<file path="src/rtl/serial_adder_arbiter.sv">
// Round-robin sequencer that shares one serial adder among R requesters.
// Grant to ack takes 2N+2 cycles plus the adder's done delay; each req is held until its ack.
module serial_adder_arbiter #(
  parameter int N       = 4,
  parameter int R       = 4,
  parameter int TIMEOUT = 16
) (
  input  logic           clk,
  input  logic           reset,
  input  logic [R-1:0]   req,
  input  logic [R*N-1:0] req_a,
  input  logic [R*N-1:0] req_b,
  output logic [R-1:0]   gnt,
  output logic [R-1:0]   ack,
  output logic [N-1:0]   sum_out,
  output logic           err,
  output logic           busy,
  output logic           sa_start,
  output logic           sa_si,
  input  logic           sa_done,
  input  logic [N-1:0]   sa_result
);

  localparam int PW = (R > 1) ? $clog2(R) : 1;
  localparam int BW = $clog2(2*N) + 1;
  localparam int WW = $clog2(TIMEOUT) + 1;
  localparam logic [BW-1:0] LAST_BIT = BW'(2*N - 1);
  localparam logic [WW-1:0] WD_MAX   = WW'(TIMEOUT - 1);

  typedef enum logic [2:0] {IDLE, START, SHIFT, WAIT, RESP} state_t;

  state_t         state, state_nxt;
  logic [PW-1:0]  ptr, gidx, pick, cand;
  logic           pick_vld;
  int             sum_i;
  logic [2*N-1:0] shreg;
  logic [BW-1:0]  bit_cnt;
  logic [WW-1:0]  wd_cnt;
  logic           load, last_bit, timeout, done_ok, done_to;

  // Search ptr+1, ptr+2, ... modulo R; the last winner gets lowest priority.
  always_comb begin
    pick     = ptr;
    pick_vld = 1'b0;
    sum_i    = 0;
    cand     = '0;
    for (int i = 1; i <= R; i++) begin
      sum_i = int'(ptr) + i;
      if (sum_i >= R) sum_i = sum_i - R;
      cand = PW'(sum_i);
      if (!pick_vld && req[cand]) begin
        pick_vld = 1'b1;
        pick     = cand;
      end
    end
  end

  always_ff @(posedge clk or negedge reset) begin
    if (!reset) state <= IDLE;
    else        state <= state_nxt;
  end

  always_comb begin
    state_nxt = state;
    case (state)
      IDLE:    if (pick_vld) state_nxt = START;
      START:   state_nxt = SHIFT;
      SHIFT:   if (last_bit) state_nxt = WAIT;
      WAIT:    if (done_ok || done_to) state_nxt = RESP;
      RESP:    state_nxt = IDLE;
      default: state_nxt = IDLE;
    endcase
  end

  // A done pulse beats a simultaneous watchdog expiry.
  always_comb begin
    load     = (state == IDLE) && pick_vld;
    last_bit = (bit_cnt == LAST_BIT);
    timeout  = (wd_cnt == WD_MAX);
    done_ok  = (state == WAIT) && sa_done;
    done_to  = (state == WAIT) && !sa_done && timeout;
  end

  always_ff @(posedge clk or negedge reset) begin
    if (!reset) begin
      gnt      <= '0;
      ack      <= '0;
      sum_out  <= '0;
      err      <= 1'b0;
      busy     <= 1'b0;
      sa_start <= 1'b0;
      sa_si    <= 1'b0;
      ptr      <= PW'(R - 1);
      gidx     <= '0;
      shreg    <= '0;
      bit_cnt  <= '0;
      wd_cnt   <= '0;
    end else begin
      case (state)
        IDLE: begin
          if (load) begin
            gnt      <= R'(1) << pick;
            gidx     <= pick;
            shreg    <= {req_b[pick*N +: N], req_a[pick*N +: N]};
            sa_start <= 1'b1;
            busy     <= 1'b1;
          end
        end
        START: begin
          sa_start <= 1'b0;
          sa_si    <= shreg[0];
          shreg    <= shreg >> 1;
          bit_cnt  <= '0;
        end
        SHIFT: begin
          if (last_bit) begin
            sa_si  <= 1'b0;
            wd_cnt <= '0;
          end else begin
            sa_si   <= shreg[0];
            shreg   <= shreg >> 1;
            bit_cnt <= bit_cnt + 1'b1;
          end
        end
        WAIT: begin
          wd_cnt <= wd_cnt + 1'b1;
          if (done_ok) begin
            sum_out <= sa_result;
            ack     <= gnt;
          end else if (done_to) begin
            sum_out <= '0;
            ack     <= gnt;
            err     <= 1'b1;
          end
        end
        RESP: begin
          ack  <= '0;
          err  <= 1'b0;
          gnt  <= '0;
          busy <= 1'b0;
          ptr  <= gidx;
        end
        default: ;
      endcase
    end
  end

endmodule
</file>
<file path="config.mk">
export PLATFORM = sky130hd
export DESIGN_NAME = serial_adder_arbiter
export DESIGN_NICKNAME = d
export VERILOG_FILES = /design/src/rtl/serial_adder_arbiter.sv
export SDC_FILE = /design/constraint.sdc
export NUM_CORES = 1
export LEC_CHECK = 0
export CAP_MARGIN = 40
export CORE_ASPECT_RATIO = 1.2
export CORE_MARGIN = 2
export CORE_UTILIZATION = 40
export DETAILED_ROUTE_END_ITERATION = 10
export GPL_TIMING_DRIVEN = 0
export HOLD_SLACK_MARGIN = 0.05
export PLACE_DENSITY_LB_ADDON = 0.3
export SKIP_CTS_REPAIR_TIMING = 1
export SLEW_MARGIN = 0
export SYNTH_ARGS = -nofsm -noshare
export SYNTH_HDL_FRONTEND = slang
export SYNTH_SLANG_ARGS = --single-unit
</file>
<file path="constraint.sdc">
create_clock -name clk -period 5 [get_ports clk]
set_clock_uncertainty 0.1 [all_clocks]
set_input_delay 1.25 -clock clk [delete_from_list [all_inputs] [get_ports clk]]
set_output_delay 1.25 -clock clk [all_outputs]
set_load 0.02 [all_outputs]
</file>
==> results.md, run 1 <==
- Entering global routing, the biggest net connects 30 pins.
- The I/O pin total is 59.
- The congestion estimate from routability-driven global placement came to 0.794.
- The worst hold path depth is 2.
- The finished layout holds 386 standard cells, fillers aside.
- Of the cells placed in the final design, the portion with a size suffix greater than 1 is 8.07%.
- The slew of the pin with the lowest slew margin is 650 ps.
- In the synthesized netlist the dominant register cell turns out to be sky130_fd_sc_hd__dfrtp_1.
- On the critical path, the stage with the largest delay is an instance of sky130_fd_sc_hd__or4_1.
- In this run the critical register-to-register path is captured at ack[2].
- The number of global-route vias before repair is 2029.
- Dividing the detail-routed wire length by the instance count gives 13.4 um.
- The start point of the critical path is req[1].
- The worst slew slack as a fraction of its limit is 56.4%.
- The final routed wirelength across all metal layers is 5180 um.
- A synthesized cell averages 8.94 sq um.
- After detailed placement, the design holds a cell count of 378.
- The count of TritonRoute iterations in the first routing pass is 4.
- In the post-synthesis netlist, the biggest area contributors are sky130_fd_sc_hd__dfrtp_1 (42%), sky130_fd_sc_hd__nand2_1 (6.1%), sky130_fd_sc_hd__a211oi_1 (5.6%).
- For the worst setup path, the data required time is 5070 ps.
- Across the whole layout, storage elements account for 1000 sq um.
- The multi-input combinational cells in the finished layout cover a total of 1090 sq um.
- The library cell with the largest summed area after synthesis is sky130_fd_sc_hd__dfrtp_1.
- The H-tree generated during clock tree synthesis spans 2 levels.
- Sorting the synthesized cells by how often they occur yields sky130_fd_sc_hd__dfrtp_1 (38), sky130_fd_sc_hd__nand2_1 (37), sky130_fd_sc_hd__inv_1 (20), sky130_fd_sc_hd__a31oi_1 (18), sky130_fd_sc_hd__a211oi_1 (17).
- 0 antenna diodes ended up in the layout.
- The post-route worst hold slack is 376 ps.
- In this run the static leakage power is 1.33 nW.
- Once layout is complete, the utilization of the core stands at 55.1%.
- TritonCTS built the clock tree.
- The total area inside the core boundary comes to 5560 sq um.
- For this run, the total global-route usage over all layers was measured as 17.9%.
- The data arrival time of the critical path is 3200 ps.
- The final route contains 2083 vias.
- The number of buffers created by CTS is 5.
- Max-cap violations in this run came to 0.
- Counting distinct cell types in the post-synthesis netlist gives 41.
- The net count after synthesis is 300.
- The longest clock path from root to sink contains 2 buffers.
- The number of max-slew violations in the final report was 0.
- Of the available clock period, the critical path in the final layout requires 62.5%.
- Relative to the synthesized area, the layout overhead comes to 34.9%.
- The signal on the critical path passes through clkdlybuf4s50_1 -> or4_1 -> nor3_1 -> a211o_1 -> buf_4 -> mux2i_1 -> o31ai_1.
- The path with the worst hold slack has its endpoint at ptr[0].
- Counting flops with an async set or reset pin after synthesis yields a share of 100%.
- The chip width is 72.8 um.
- The flow ran to the end, and the final reports show no timing, DRC or antenna violations.
- The worst register-to-register path begins at wd_cnt[0].
- Counting flops and latches in the post-synthesis netlist gives 40.
- The number of hold violations in the final report is 0.
- The count of warnings emitted by yosys is 0.
- After routing, the total negative slack on setup checks comes to 0 ps.
- Along the worst path, the maximum fanout reaches 8.
- Detailed placement ended at an HPWL of 4020 um.
- The clock transition time at the flip-flop clock pins of the worst setup and hold paths is 80 ps.
- The type of destination of the critical path is a flip-flop.
- The first routing iteration left 111 violations.
- Synthesis produced 254 cells.
- The number of enable flip-flop cells after synthesis is 0.
- The kind of path behind the tightest hold check is reg -> reg.
- The share of the synthesized area in the top cell type is 41.9%.
- The number of setup violations in the final report is 0.
- The critical path in this run is classified as in -> reg.
- The starting density of the core is 40.9%.
- The sequential cell area fraction in the yosys report is 44.2%.
- The detail route stage leaves a number of antenna-violating nets equal to 0.
- The final critical path time including I/O delays and setup is 3120 ps.
- After global routing the overflow that remains totals 0.
- Across all register-to-register paths, the minimum setup slack is 2780 ps.
- After filler insertion, the fill cell instance count of the layout stands at 532.
- At the end of the flow, the number of nets in the layout was 367.
- The timing-limited maximum frequency is 320 MHz.
- For the worst-skew pair, the clock arrives at the later sink with an insertion delay of 300 ps.
- The floorplan step set the die height to 86.5 um.
- Measured in cells, the most critical reg-to-reg path has a length of 7.
- The floorplan step defined a die boundary enclosing 6300 sq um.
- The root buffer cell chosen for the clock tree is sky130_fd_sc_hd__clkbuf_8.
- The startpoint identified for the worst hold timing path is gidx[0].
- The buffering stage count on the worst path with inverters included is 2.
- The startpoint kind of the worst setup timing path is an input pin.
- Yosys instantiated no cell more often than sky130_fd_sc_hd__dfrtp_1.
- Setup repair after global routing left no endpoint under its margin.
- The first global-routing pass estimated 9000 um of wire.
- The number of DRC violations after detailed routing is 0.
- The largest incremental delay on the critical path is 660 ps.
- The initial antenna violation count is 0.
- The clock sink count is 40.
- The count of buffers added on input and output ports is 58.
- The cell family contributing the most delay on the critical path is simple AND/OR/NAND/NOR gates.
- The mapped netlist covers 2270 sq um.
- The total power divided by cell area is 536 nW/um^2.
- Dividing the detail-routed via count by the number of cells gives 5.40.
- The highest ir drop seen on vdd is 0.209 mV.
- The floorplan has 30 rows.
==> cell type report <==
class | count | share of cell area, %
multi-input cells | 177 | 35.5
clock inverters | 3 | 1.39
repair buffers | 60 | 19.6
inverters | 20 | 2.45
clock buffers | 5 | 2.25
flip-flops and latches | 40 | 32.8
well taps | 64 | 2.61
plain buffers | 17 | 3.39
==> cells by family after synthesis <==
logic type      count (synthesis)  synth area share [%]
compound gates                 83                  24.8
xor+xnor                        2                 0.771
fa+ha+maj                       3                  1.65
buf+inv                        37                  7.88
flops                          40                  44.2
mux                             9                  3.97
simple gates                   80                  16.7
==> power breakdown <==
part / internal [mW] / leakage [nW] / total, mW / switching, mW
registers: 0.457 / 0.507 / 0.544 / 0.0870
logic: 0.381 / 0.771 / 0.836 / 0.454
clock network: 0.148 / 0.0541 / 0.263 / 0.115
==> worst max path at each step <==
stage	slack [ps]	to	cells after the start
after detailed placement	1560	shreg[6]	7
after global placement	1550	gidx[1]	1
after global routing	1750	shreg[0]	7
after floorplan	2270	shreg[2]	6
after CTS	1870	shreg[4]	7
final	1880	shreg[4]	7
==> placed cells by master (no fill, tap or decap), drive strengths merged, types with 2 or more instances in the layout <==
cell type and count:
nand3 7, and2 10, buf 16, a211oi 18, o31ai 8, dfstp 2
inv 20, a31oi 18, nor2b 2, clkbuf 9, nand3b 2, a22oi 2
nor3 3, mux2i 9, and3 2, a21oi 7, dfrtp 38, ha 3
nand2b 3, a21o 2, nand2 37, o21ai 17, nor2 11, a22o 2
clkdlybuf4s50 57, a32o 4
==> metal layers <==
| layer | wire, um | up-vias | part of all wire [%] | global-route usage, % |
|---|---|---|---|---|
| met4 | 72 | 0 | 1.4 | 5.89 |
| met1 | 2220 | 978 | 43 | 21.7 |
| met3 | 222 | 6 | 4.3 | 3.14 |
| li1 | - | 1044 | - | - |
| met5 | 0 | - | 0 | 0 |
| met2 | 2660 | 55 | 51 | 31.6 |
==> worst register-to-register path, stage by stage, from the launching register on <==
cell and delay [ps]:
sky130_fd_sc_hd__dfrtp_1 410, sky130_fd_sc_hd__ha_1 230, sky130_fd_sc_hd__and3_1 200, sky130_fd_sc_hd__ha_1 190, sky130_fd_sc_hd__o21ai_1 540, sky130_fd_sc_hd__inv_1 250, sky130_fd_sc_hd__nand2_1 130, sky130_fd_sc_hd__a21oi_1 60
==> registers in the layout, indices dropped and copies added (netlist names) <==
name      cells
ack           4
shreg         8
state         3
gidx          2
gnt           4
bit_cnt       4
ptr           2
sa_start      1
sum_out       4
wd_cnt        5
busy          1
err           1
sa_si         1
==> metrics by stage <==
| stage | setup slack, ps | cell area [sq um] | total power, mW |
|---|---|---|---|
| after floorplan | 2270 | 2270 | 1.11 |
| after global placement | 1550 | 2930 | 1.36 |
| after detailed placement | 1560 | 2950 | 1.39 |
| after CTS | 1870 | 3060 | 1.66 |
| after global routing | 1750 | 3060 | 1.78 |
| final | 1880 | 3060 | 1.64 |
Note: power is estimated with default switching activity, not from simulation.
==> inputs of run 2 (changes only) <==
Clock period 5 ns to 2.68 ns, I/O delays scaled along.
==> results of run 2 <==
Same layout as run 1 (identical final DEF). Status: completed.
Among the figures that moved: setup slack after placement 1560 ps -> -182 ps; setup slack after layout 1880 ps -> 135 ps; hold slack 376 ps -> 143 ps; register-to-register setup slack 2780 ps -> 460 ps; total power 1.64 mW -> 3.07 mW; worst IR drop on VDD 0.209 mV -> 0.390 mV
